$ cat config.mk
export PLATFORM = sky130hd
export DESIGN_NAME = seq_alu
export DESIGN_NICKNAME = d
export VERILOG_FILES = /design/src/rtl/alu_pkg.sv /design/src/rtl/alu_shift_add_mul.sv /design/src/rtl/seq_alu.sv
export SDC_FILE = /design/constraint.sdc
export NUM_CORES = 1
export LEC_CHECK = 0
export ABC_AREA = 1
export CAP_MARGIN = 10
export CORE_UTILIZATION = 55
export DETAILED_ROUTE_END_ITERATION = 10
export PLACE_DENSITY = 0.85
export SYNTH_ARGS = -nofsm -noshare
export SYNTH_HDL_FRONTEND = slang
export SYNTH_SLANG_ARGS = --single-unit
$ cat constraint.sdc
create_clock -name clk -period 3.4 [get_ports clk]
set_input_delay 0.68 -clock clk [delete_from_list [all_inputs] [get_ports clk]]
set_output_delay 0.68 -clock clk [all_outputs]
set_load 0.005 [all_outputs]
$ cat src/rtl/alu_pkg.sv
// Shared definitions for the sequential ALU: opcode values, controller state
// encoding and the flag bundle carried alongside each result.
package alu_pkg;

    localparam logic [2:0] OP_ADD = 3'b000;
    localparam logic [2:0] OP_SUB = 3'b001;
    localparam logic [2:0] OP_SHL = 3'b010;
    localparam logic [2:0] OP_SHR = 3'b011;
    localparam logic [2:0] OP_AND = 3'b100;
    localparam logic [2:0] OP_OR  = 3'b101;
    localparam logic [2:0] OP_XOR = 3'b110;
    localparam logic [2:0] OP_MUL = 3'b111;

    typedef enum logic {
        ST_IDLE     = 1'b0,
        ST_MUL_BUSY = 1'b1
    } state_t;

    typedef struct packed {
        logic zero;
        logic carry;
        logic overflow;
    } flags_t;

endpackage

$ cat src/rtl/alu_shift_add_mul.sv
// Iterative unsigned shift-and-add multiplier, one multiplier bit per cycle.
// done/product are combinational during the final iteration so the caller can capture on that edge.
module alu_shift_add_mul #(
    parameter int WIDTH = 4,
    parameter int CNTW  = $clog2(WIDTH) + 1
) (
    input  logic                 clk,
    input  logic                 rst_n,
    input  logic                 start,
    input  logic [WIDTH-1:0]     a,
    input  logic [WIDTH-1:0]     b,
    output logic                 done,
    output logic [2*WIDTH-1:0]   product
);

    logic                 busy_reg;
    logic [CNTW-1:0]      cnt_reg;
    logic [2*WIDTH-1:0]   acc_reg;
    logic [2*WIDTH-1:0]   mcand_reg;
    logic [WIDTH-1:0]     mplier_reg;
    logic [2*WIDTH-1:0]   acc_next;

    always_comb begin
        acc_next = acc_reg;
        if (mplier_reg[0]) begin
            acc_next = acc_reg + mcand_reg;
        end
    end

    assign done    = busy_reg && (cnt_reg == CNTW'(WIDTH - 1));
    assign product = acc_next;

    always_ff @(posedge clk or negedge rst_n) begin
        if (!rst_n) begin
            busy_reg   <= 1'b0;
            cnt_reg    <= '0;
            acc_reg    <= '0;
            mcand_reg  <= '0;
            mplier_reg <= '0;
        end else if (start) begin
            busy_reg   <= 1'b1;
            cnt_reg    <= '0;
            acc_reg    <= '0;
            mcand_reg  <= {{WIDTH{1'b0}}, a};
            mplier_reg <= b;
        end else if (busy_reg) begin
            acc_reg    <= acc_next;
            mcand_reg  <= mcand_reg << 1;
            mplier_reg <= mplier_reg >> 1;
            cnt_reg    <= cnt_reg + 1'b1;
            if (done) begin
                busy_reg <= 1'b0;
            end
        end
    end

endmodule

$ cat src/rtl/seq_alu.sv
// Clocked ALU with valid/ready on both sides and a single result register.
// Single-cycle ops load the result on accept; MUL runs in the iterative sub-unit.
module seq_alu
    import alu_pkg::*;
#(
    parameter int WIDTH = 4,
    parameter int CNTW  = $clog2(WIDTH) + 1
) (
    input  logic             clk,
    input  logic             rst_n,
    input  logic [WIDTH-1:0] A,
    input  logic [WIDTH-1:0] B,
    input  logic [2:0]       opcode,
    input  logic             inValid,
    output logic             inReady,
    output logic [WIDTH-1:0] result,
    output logic             zeroFlag,
    output logic             carryFlag,
    output logic             overflowFlag,
    output logic             outValid,
    input  logic             outReady
);

    localparam int SHW = $clog2(WIDTH);
    localparam int MSB = WIDTH - 1;

    state_t               state_reg, state_next;
    logic [WIDTH-1:0]     result_reg, result_next;
    flags_t               flags_reg, flags_next;
    logic                 out_valid_reg, out_valid_next;

    logic                 accept, accept_mul, load_alu;
    logic                 mul_done;
    logic [2*WIDTH-1:0]   mul_product;

    logic [WIDTH:0]       sum_ext, diff_ext, shl_ext, shr_ext;
    logic [SHW-1:0]       shamt;
    logic [WIDTH-1:0]     alu_res;
    logic                 alu_carry, alu_ovf;

    assign inReady    = (state_reg == ST_IDLE) && (!out_valid_reg || outReady);
    assign accept     = inValid && inReady;
    assign accept_mul = accept && (opcode == OP_MUL);
    assign load_alu   = accept && (opcode != OP_MUL);

    alu_shift_add_mul #(
        .WIDTH (WIDTH),
        .CNTW  (CNTW)
    ) u_mul (
        .clk     (clk),
        .rst_n   (rst_n),
        .start   (accept_mul),
        .a       (A),
        .b       (B),
        .done    (mul_done),
        .product (mul_product)
    );

    // Extra top/bottom bit in the shift vectors captures the last bit shifted out.
    assign shamt    = B[SHW-1:0];
    assign sum_ext  = {1'b0, A} + {1'b0, B};
    assign diff_ext = {1'b0, A} - {1'b0, B};
    assign shl_ext  = {1'b0, A} << shamt;
    assign shr_ext  = {A, 1'b0} >> shamt;

    always_comb begin
        alu_res   = '0;
        alu_carry = 1'b0;
        alu_ovf   = 1'b0;
        case (opcode)
            OP_ADD: begin
                alu_res   = sum_ext[WIDTH-1:0];
                alu_carry = sum_ext[WIDTH];
                alu_ovf   = (A[MSB] == B[MSB]) && (sum_ext[MSB] != A[MSB]);
            end
            OP_SUB: begin
                alu_res   = diff_ext[WIDTH-1:0];
                alu_carry = diff_ext[WIDTH];
                alu_ovf   = (A[MSB] != B[MSB]) && (diff_ext[MSB] != A[MSB]);
            end
            OP_SHL: begin
                alu_res   = shl_ext[WIDTH-1:0];
                alu_carry = shl_ext[WIDTH];
            end
            OP_SHR: begin
                alu_res   = shr_ext[WIDTH:1];
                alu_carry = shr_ext[0];
            end
            OP_AND:  alu_res = A & B;
            OP_OR:   alu_res = A | B;
            OP_XOR:  alu_res = A ^ B;
            default: alu_res = '0;
        endcase
    end

    always_comb begin
        state_next     = state_reg;
        result_next    = result_reg;
        flags_next     = flags_reg;
        out_valid_next = out_valid_reg;

        if (out_valid_reg && outReady) begin
            out_valid_next = 1'b0;
        end

        case (state_reg)
            ST_IDLE: begin
                if (accept_mul) begin
                    state_next = ST_MUL_BUSY;
                end
            end
            ST_MUL_BUSY: begin
                if (mul_done) begin
                    state_next = ST_IDLE;
                end
            end
            default: state_next = ST_IDLE;
        endcase

        if (mul_done) begin
            result_next         = mul_product[WIDTH-1:0];
            flags_next.carry    = 1'b0;
            flags_next.overflow = |mul_product[2*WIDTH-1:WIDTH];
            flags_next.zero     = (mul_product[WIDTH-1:0] == '0);
            out_valid_next      = 1'b1;
        end else if (load_alu) begin
            result_next         = alu_res;
            flags_next.carry    = alu_carry;
            flags_next.overflow = alu_ovf;
            flags_next.zero     = (alu_res == '0);
            out_valid_next      = 1'b1;
        end
    end

    always_ff @(posedge clk or negedge rst_n) begin
        if (!rst_n) begin
            state_reg     <= ST_IDLE;
            result_reg    <= '0;
            flags_reg     <= '0;
            out_valid_reg <= 1'b0;
        end else begin
            state_reg     <= state_next;
            result_reg    <= result_next;
            flags_reg     <= flags_next;
            out_valid_reg <= out_valid_next;
        end
    end

    assign result       = result_reg;
    assign zeroFlag     = flags_reg.zero;
    assign carryFlag    = flags_reg.carry;
    assign overflowFlag = flags_reg.overflow;
    assign outValid     = out_valid_reg;

endmodule

==> impl_results.md <==
- Die area: ~0.0050 mm²
- Slew Limit Fails: 0
- Pre-CTS WS: ~520 ps
- Post-CTS setup buffer count: 0
- Pre-Repair DR Iteration Count: 5
- CTS sink cnt: 33
- Final period util: between 70% and 80%
- Max incr delay on CP: 740 ps
- CTS tree: built
- Antenna cell count: 0
- DRC: 0
- DR WL/cell: roughly 14 µm
- Fmax: approximately 0.38 GHz
- Worst rel slew slack: between 60% and 70%
- Post-Syn Nets: approximately 400
- Non-filler cells, final: approximately 450
- Worst-Margin Slew: approximately 540 ps
- Library cells used by synthesis: 31
- Final Hold Fails: 0
- # setup viols final: 0
- Detail Placement HPWL: 4.80 mm
- #FFs+latches synth: 33
- Crit-path max FO: 13
- Post-cts gate resize count: 0
- Status: finished, final reports clean
- EDFF count, synth: 0
- Setup CP Type: primary input to register
- Routability congestion estimate: 0.972
- Total GRT Usage: between 20% and 30%
- Cells after Synth: 367
- Largest net degree at the start of global routing: 34
- Top FF cell, synth: dfrtp_1
- Initial antenna violation count: 0
- Worst hold path type: register to register
- Placeable Area: between 0.004 and 0.005 mm²
- Ys Warns: 0
- Number of port buffers: 23
- PwrDens: between 600 and 700 mW/mm²
- Fin crit period: about 2600 ps
- Row Count: 24
- CP arrival: between 2000 and 3000 ps
- Leakage Power: about 1.5 nW
- Initial core utilization: between 50% and 60%
- Synth Cell Area: around 0.0026 mm²
- H-tree depth: 2
- RSZ-0062 raised after global routing: no
- Fill cells: around 390
- Async SR Flop Fraction: between 90% and 100%
- GRT overflow: 0
- Worst VDD drop: ~0.34 mV
- Final nets: approximately 430
- Mean Syn Cell Area: around 7.0 µm²
- Setup crit end kind: register
- WP data required: between 3000 and 4000 ps
- Cells after DPL: around 440
- Max cap viols: 0
- I/O Pins: 24
- Initial drt markers: between 200 and 250
- Final setup TNS: 0 ps
- First-pass GRT wire length: ~10 mm
- TritonCTS Buffers: 5
- Clk slew on worst S/H paths: 70 ps
- DRT antenna net count: 0
- Fraction of layout cells with a size suffix above 1: about 5.6%
- Sequential element share of the synthesized area: between 30% and 40%
- Max clock buf depth: 2
- Worst-Skew Late Latency: 290 ps
- Setup Skew: 6.59 ps
- Crit-path cells: clkdlybuf4s50_1 > inv_1 > nor2_2 > nand3_2 > nand2_1 > inv_2 > a22o_1
- Routed vias: ~2500
- Synthesis-to-layout area growth: 13.8%
- Critical path's slowest cell: clkdlybuf4s50_1
- Drt via density: around 5.7
- Vias in the first global route: between 2000 and 2500
- Die height: just over 70 µm
- Worst setup margin: between 700 and 800 ps
- Die X: roughly 70 µm
- Root buffer cell: clkbuf_8
- Crit path launch type: primary input
- # hold bufs at CTS: 0
- Final WL: slightly above 6 mm
-- power by group --
group	switching [W]	internal, W	leakage (nW)
logic	0.000483	0.000352	1.04
clock network	0.000148	0.000141	0.0439
registers	0.000114	0.000543	0.435
total	0.000745	0.00104	1.52
-- path summary, 6_finish.rpt --
kind / startpoint / to / slack, ps / depth (start not counted)
max in group asynchronous: rst_n / result[2] / 2300 / 2
setup reg to reg: u_mul.mcand_reg[0] / overflowFlag / 1460 / 12
hold reg to reg: carryFlag / carryFlag / 490 / 2
min in group asynchronous: rst_n / u_mul.acc_reg[6] / 790 / 2
hold / removal: carryFlag / carryFlag / 490 / 2
setup / recovery: opcode[2] / u_mul.acc_reg[5] / 790 / 7
-- synthesized netlist by cell type, types with 5 or more instances --
| master | number | area, µm² |
|---|---|---|
| a21oi_1 | 8 | 40.0 |
| nand3_1 | 41 | 205 |
| nor2_1 | 30 | 113 |
| o221ai_1 | 6 | 52.6 |
| o22ai_1 | 11 | 68.8 |
| nand4_1 | 6 | 37.5 |
| o21ai_0 | 16 | 80.1 |
| nand2_1 | 105 | 394 |
| dfrtp_1 | 33 | 826 |
| ha_1 | 22 | 275 |
| buf_2 | 5 | 25.0 |
| inv_1 | 50 | 188 |
-- layout make-up --
cell class	count	area [µm²]	area share, %
inverter	55	206	7.04
tap	52	65.1	2.22
timing repair buffer	26	253	8.62
clock buffer	5	68.8	2.35
multi-input combinational	271	1500	51.0
clock inverter	3	17.5	0.597
sequential	33	826	28.2
-- placed cells by master, fill, tap and decap left out, drive strengths merged, types with 5 or more instances in the layout --
cell / instances
a21oi: 9
clkbuf: 5
clkdlybuf4s50: 23
dfrtp: 33
ha: 22
inv: 54
nand2: 106
nand3: 42
nand4: 6
nor2: 33
o21ai: 17
o221ai: 6
o22ai: 11
-- per-stage QoR --
stage | area (µm²) | hold slack (ps) | util, % | total power [W]
floorplan | 2580 | 384 | - | 0.00120
global placement | 2850 | 464 | 64.5 | 0.00146
detailed placement | 2850 | 482 | 64.5 | 0.00149
CTS | 2930 | 500 | 66.4 | 0.00178
global route | 2930 | 530 | 66.4 | 0.00193
finish | 2930 | 489 | 66.4 | 0.00178
-- kinds of logic (layout without fill, tap and decap cells) --
logic type	count (synthesis)	in the layout	share of synthesized area [%]
simple gates	194	194	32.3
compound gates	50	50	12.1
flops	33	33	32.1
buf+inv	63	89	9.86
fa+ha+maj	25	25	13.0
xor+xnor	2	2	0.680
-- routing by layer --
metal	routed length, µm	part of all wire (%)	GRT usage [%]	vias up
li1	-	-	-	1247
met3	580	9.4	6.49	10
met2	2710	44	39.5	125
met4	104	1.7	9.33	0
met5	0	0	0	-
met1	2790	45	38.2	1156
-- worst max-delay path, delay by kind of cell --
family | cells | cell delay, ps
buffers and inverters | 3 | 1050
and+or+nand+nor | 3 | 810
AOI/OAI and AO/OA | 1 | 240
Note: power is estimated with default switching activity, not from simulation.
